**src/rtl/neuro_matvec.sv**
```systemverilog
// rtl/neuro_matvec.sv - streaming N x N signed matrix-vector multiplier with saturated outputs.
// Optional feature: define NEURO_RELU_EN to clamp negative row results to zero before saturation.
module neuro_matvec #(
  parameter int N  = 2,
  parameter int DW = 8
) (
  input  logic          CLK,
  input  logic          RESET,
  input  logic          rx_valid,
  input  logic [DW-1:0] rx_data,
  output logic          tx_valid,
  input  logic          tx_ready,
  output logic [DW-1:0] tx_data,
  output logic          load_arr,
  output logic          mult_done,
  output logic [2:0]    state
);

  localparam int IW = $clog2(N);
  localparam int CW = $clog2(N * N);
  localparam int AW = 2 * DW + $clog2(N);

  localparam logic [2:0] S_IDLE    = 3'd0;
  localparam logic [2:0] S_LOAD_W  = 3'd1;
  localparam logic [2:0] S_LOAD_X  = 3'd2;
  localparam logic [2:0] S_COMPUTE = 3'd3;
  localparam logic [2:0] S_OUTPUT  = 3'd4;

  localparam logic [CW-1:0] LAST_W = CW'(N * N - 1);
  localparam logic [CW-1:0] LAST_X = CW'(N - 1);
  localparam logic [IW-1:0] LAST_I = IW'(N - 1);

  localparam logic signed [AW-1:0] SAT_MAX = {{(AW-DW+1){1'b0}}, {(DW-1){1'b1}}};
  localparam logic signed [AW-1:0] SAT_MIN = {{(AW-DW+1){1'b1}}, {(DW-1){1'b0}}};

  logic [2:0]              state_q, state_d;
  logic [CW-1:0]           cnt_q, cnt_d;
  logic [IW-1:0]           i_q, i_d;
  logic [IW-1:0]           j_q, j_d;
  logic [IW-1:0]           k_q, k_d;
  logic signed [AW-1:0]    acc_q, acc_d;
  logic                    mult_done_q, mult_done_d;

  logic signed [DW-1:0]    w_q [N*N];
  logic signed [DW-1:0]    w_d [N*N];
  logic signed [DW-1:0]    x_q [N];
  logic signed [DW-1:0]    x_d [N];
  logic signed [DW-1:0]    y_q [N];
  logic signed [DW-1:0]    y_d [N];

  logic signed [2*DW-1:0]  prod;
  logic signed [AW-1:0]    acc_base;
  logic signed [AW-1:0]    acc_sum;
  logic signed [AW-1:0]    row_act;
  logic signed [DW-1:0]    row_sat;

  // The accumulator restarts on the first column of every row, so no separate clear cycle is needed.
  always_comb begin
    prod     = w_q[cnt_q] * x_q[j_q];
    acc_base = (j_q == '0) ? '0 : acc_q;
    acc_sum  = acc_base + {{(AW-2*DW){prod[2*DW-1]}}, prod};
`ifdef NEURO_RELU_EN
    row_act  = acc_sum[AW-1] ? '0 : acc_sum;
`else
    row_act  = acc_sum;
`endif
    if (row_act > SAT_MAX) begin
      row_sat = SAT_MAX[DW-1:0];
    end else if (row_act < SAT_MIN) begin
      row_sat = SAT_MIN[DW-1:0];
    end else begin
      row_sat = row_act[DW-1:0];
    end
  end

  always_comb begin
    state_d     = state_q;
    cnt_d       = cnt_q;
    i_d         = i_q;
    j_d         = j_q;
    k_d         = k_q;
    acc_d       = acc_q;
    mult_done_d = 1'b0;
    w_d         = w_q;
    x_d         = x_q;
    y_d         = y_q;

    case (state_q)
      S_LOAD_W: begin
        if (rx_valid) begin
          w_d[cnt_q] = rx_data;
          if (cnt_q == LAST_W) begin
            cnt_d   = '0;
            state_d = S_LOAD_X;
          end else begin
            cnt_d = cnt_q + CW'(1);
          end
        end
      end

      S_LOAD_X: begin
        if (rx_valid) begin
          x_d[cnt_q[IW-1:0]] = rx_data;
          if (cnt_q == LAST_X) begin
            cnt_d   = '0;
            i_d     = '0;
            j_d     = '0;
            state_d = S_COMPUTE;
          end else begin
            cnt_d = cnt_q + CW'(1);
          end
        end
      end

      // cnt_q walks W row-major while i_q/j_q track the row and column being accumulated.
      S_COMPUTE: begin
        acc_d = acc_sum;
        cnt_d = cnt_q + CW'(1);
        if (j_q == LAST_I) begin
          y_d[i_q] = row_sat;
          j_d      = '0;
          i_d      = i_q + IW'(1);
        end else begin
          j_d = j_q + IW'(1);
        end
        if (cnt_q == LAST_W) begin
          cnt_d       = '0;
          i_d         = '0;
          k_d         = '0;
          mult_done_d = 1'b1;
          state_d     = S_OUTPUT;
        end
      end

      S_OUTPUT: begin
        if (tx_ready) begin
          if (k_q == LAST_I) begin
            k_d     = '0;
            state_d = S_IDLE;
          end else begin
            k_d = k_q + IW'(1);
          end
        end
      end

      default: begin
        if (rx_valid) begin
          w_d[0]  = rx_data;
          cnt_d   = CW'(1);
          state_d = S_LOAD_W;
        end
      end
    endcase
  end

  always_ff @(posedge CLK or negedge RESET) begin
    if (!RESET) begin
      state_q     <= S_IDLE;
      cnt_q       <= '0;
      i_q         <= '0;
      j_q         <= '0;
      k_q         <= '0;
      acc_q       <= '0;
      mult_done_q <= 1'b0;
    end else begin
      state_q     <= state_d;
      cnt_q       <= cnt_d;
      i_q         <= i_d;
      j_q         <= j_d;
      k_q         <= k_d;
      acc_q       <= acc_d;
      mult_done_q <= mult_done_d;
    end
  end

  // Operand and result storage is fully rewritten every transaction, so it carries no reset.
  always_ff @(posedge CLK) begin
    w_q <= w_d;
    x_q <= x_d;
    y_q <= y_d;
  end

  assign state     = state_q;
  assign load_arr  = (state_q == S_LOAD_W) || (state_q == S_LOAD_X);
  assign mult_done = mult_done_q;
  assign tx_valid  = (state_q == S_OUTPUT);
  assign tx_data   = (state_q == S_OUTPUT) ? y_q[k_q] : '0;

endmodule

```
**config.mk**
```make
export PLATFORM = sky130hd
export DESIGN_NAME = neuro_matvec
export DESIGN_NICKNAME = d
export VERILOG_FILES = /design/src/rtl/neuro_matvec.sv
export SDC_FILE = /design/constraint.sdc
export NUM_CORES = 1
export LEC_CHECK = 0
export CAP_MARGIN = 0
export CELL_PAD_IN_SITES_DETAIL_PLACEMENT = 0
export CELL_PAD_IN_SITES_GLOBAL_PLACEMENT = 2
export CORE_ASPECT_RATIO = 0.8
export CORE_UTILIZATION = 37
export DETAILED_ROUTE_END_ITERATION = 10
export PLACE_DENSITY_LB_ADDON = 0.1
export SLEW_MARGIN = 20
export SYNTH_ARGS = -nofsm -noshare
export SYNTH_HDL_FRONTEND = slang
export SYNTH_SLANG_ARGS = --single-unit
```
**constraint.sdc**
```tcl
create_clock -name CLK -period 7.9 [get_ports CLK]
set_clock_uncertainty 0.15 [all_clocks]
set_input_delay 1.185 -clock CLK [delete_from_list [all_inputs] [get_ports CLK]]
set_output_delay 1.185 -clock CLK [all_outputs]
set_load 0.02 [all_outputs]
```
==> flow_summary_export.csv, run 1 <==
group,metric,value,unit
outcome,status,"finished, final reports clean",
synthesis,synth_flop_cell,"edfxtp_1",
run,drv_cap,0,
synthesis,synth_compound_area_share,11.9,%
grt,grt_pass1_vias,5625,
timing,setup_violations,0,
synthesis,synth_adder_area_share,23.2,%
drt,vias,5510,
timing,drv_slew,0,
setup_path,worst_path_largest_cell_delay,0.53,ns
place,hpwl,14500,microns
drt,ant_nets,0,
setup_path,crit_type,"flip-flop to flip-flop",
setup_path,path_buf_inv,7,
setup_path,cpLargestDelayFamily,"adder cells",
synthesis,synth_cells,749,
grt,grt_util_met3,2.50,%
floorplanning,ios,26,
timing,fin_ws,0.371,ns
place,routabilityCongestion,0.819,
final_layout,n_antenna_cell,0,
timing,hold_viol_final,0,
grt,grt_overflow,0,
floorplanning,die_h,129,microns
min_path,min_path_type,"flip-flop to flip-flop",
synthesis,synth-edff-count,64,
floorplanning,fp-row-count,46,
floorplanning,coreArea,19800,sq um
drt,avgRoutedWirePerCell,17.1,microns
synthesis,synth-simple-area-share,15.7,%
grt,met2_usage,28.4,%
floorplanning,die_area,20800,sq um
cts,cts_tree,"built",
drt,drt_iter0_drc,280,
grt,grt-busiest-layer,"met1",
setup_path,worstSetupEndpointType,"flip-flop",
cts,cts_buffer_depth,2,
timing,finalCriticalPeriod,7.53,ns
grt,grt_usage,19.1,%
grt,met1_usage,29.2,%
synthesis,synth_area_per_cell,9.99,sq um
drt,finalWirelength,18600,microns
setup_path,worstPathArrival,7.55,ns
cts,cts-htree-levels,3,
synthesis,synth-seq-cells,90,
synthesis,yosysSeqAreaShare,34.4,%
cts,clock-sinks,90,
floorplanning,fp.dieW,161,microns
setup_path,startpoint_type,"flip-flop",
grt,antenna_found_initial,0,
cts,clk_pin_slew,0.07,ns
final_layout,drive_gt1_share,15.2,%
timing,timing.fmax,133,MHz
final_layout,area_growth,18.3,%
timing,relSlewSlack,47.6,%
synthesis,yosysUniqueCellTypes,64,
drt,avgViaCountPerCell,5.06,
grt,grt_max_degree,34,
cts,numCtsBuffers,9,
cts,root_buffer,"clkbuf_16",
synthesis,syn_nets,866,
place,dp_slack,-0.0826,ns
synthesis,synthArstFlopShare,28.9,%
setup_path,critPathSlowestCell,"fa_1",
timing,tightest_slew,0.783,ns
floorplanning,initial_core_util,37.8,%
synthesis,yosys_warnings,0,
grt,grt_pass1_wl,30600,microns
timing,period_share,95.3,%
cts,insertion_delay,0.36,ns
timing,rsz0062_at_grt,"yes",
drt,drc,0,
synthesis,synthMuxAreaShare,6.10,%
place,portBuffers,25,
final_layout,final_net_count,936,
synthesis,syn-cell-area,7480,sq um
synthesis,synth_xor_area_share,2.91,%
drt,firstDrtPassIters,4,
setup_path,path_max_fanout,8,
setup_path,cp.required,7.93,ns
synthesis,synth_top_family_by_area,"adder cells",
[logic make-up (layout without fill, tap and decap cells)]
| logic type | count (synthesis) | count (layout) |
|---|---|---|
| XOR/XNOR | 24 | 24 |
| AO/OA/AOI/OAI | 137 | 137 |
| multiplexers | 44 | 44 |
| adder cells (fa/ha/maj) | 105 | 105 |
| flip-flops | 90 | 90 |
| buffers and inverters | 115 | 190 |
| AND/OR/NAND/NOR | 234 | 234 |
[Yosys cell counts, types with 26 or more instances]
cell / count / area [sq um]
a21oi_1: 30 / 150
inv_1: 93 / 349
dfrtp_1: 26 / 651
fa_1: 56 / 1120
and2_1: 31 / 194
ha_1: 49 / 613
o21ai_0: 39 / 195
nor2_1: 68 / 255
nand2_1: 55 / 206
mux2i_1: 31 / 310
edfxtp_1: 64 / 1920
[through the flow]
step / hold WS (ns) / TNS, ns / util, % / cell area, sq um / std cells
2_1_floorplan: 0.288 / 0 / - / 7480 / 749
3_3_place_gp: 0.303 / 0 / 42.2 / 8360 / 1069
3_5_place_dp: 0.307 / -0.225 / 42.2 / 8360 / 1069
4_1_cts: 0.326 / 0 / 43.9 / 8690 / 1085
5_1_grt: 0.350 / -0.00106 / 44.7 / 8850 / 1088
6_report: 0.320 / 0 / 44.7 / 8850 / 1088
[repair_timing]
action	4_1_cts	5_1_grt
resized for setup	4	27
setup endpoints to repair	10	17
pin swaps	0	4
buffers inserted	0	3
hold buffers	0	0
[state kept, by name, indices dropped and copies added, names as in the netlist]
register and flops:
cnt_q 2, k_q 1, mult_done 1, acc_q 17, y_q 16, j_q 1, state 3, x_q 16
w_q 32, i_q 1
[area by class of cell]
cell class	instances	area, sq um
tap	264	330
timing repair buffer	80	667
clock buffer	9	225
fill	1909	10900
clock inverter	7	92.6
sequential	90	2570
multi-input combinational	544	4600
inverter	94	357
[placed cells by master (no fill, tap or decap), drive strengths merged, types with 14 or more instances in the layout]
master         netlist  routed
inv                 93      96
nor2                68      68
edfxtp              64      64
fa                  56      56
nand2               55      55
buf                  5      55
ha                  49      49
o21ai               48      48
and2                31      31
mux2i               31      31
a21oi               30      30
dfrtp               26      26
clkdlybuf4s50        0      25
xnor2               16      16
nand3               14      14
[final timing paths]
path | cells after the start | slack, ns | endpoint | start
min in group asynchronous | 2 | 1.07 | acc_q[10]$_DFFE_PN0P_ | RESET
min | 2 | 0.32 | acc_q[0]$_DFFE_PN0P_ | acc_q[0]$_DFFE_PN0P_
max | 28 | 0.37 | y_q[9]$_DFFE_PP_ | cnt_q[0]$_DFFE_PN0P_
max in group asynchronous | 2 | 6.18 | cnt_q[0]$_DFFE_PN0P_ | RESET
min reg2reg | 2 | 0.32 | acc_q[0]$_DFFE_PN0P_ | acc_q[0]$_DFFE_PN0P_
max reg2reg | 28 | 0.37 | y_q[9]$_DFFE_PP_ | cnt_q[0]$_DFFE_PN0P_
[worst min-delay path: stages (launching register included)]
cell	delay, ns
dfrtp_1	0.34
nand2_1	0.05
nand2_1	0.05
[layer usage]
metal | share of wire (%) | vias to the layer above
met5 | 0 | -
met4 | 0.86 | 0
met3 | 3.2 | 14
met2 | 42 | 105
met1 | 54 | 2670
li1 | - | 2721
Power of run 1 is not shown: default switching activity piles up to over one toggle a cycle in this logic, so the estimate is an artifact.
==> run 2, diff against run 1 <==
- CTS_CLUSTER_SIZE: not set -> 25
==> results of run 2 <==
Final layout, timing and power as in run 1 (identical DEF).
Power of run 2 is left out for the same reason.
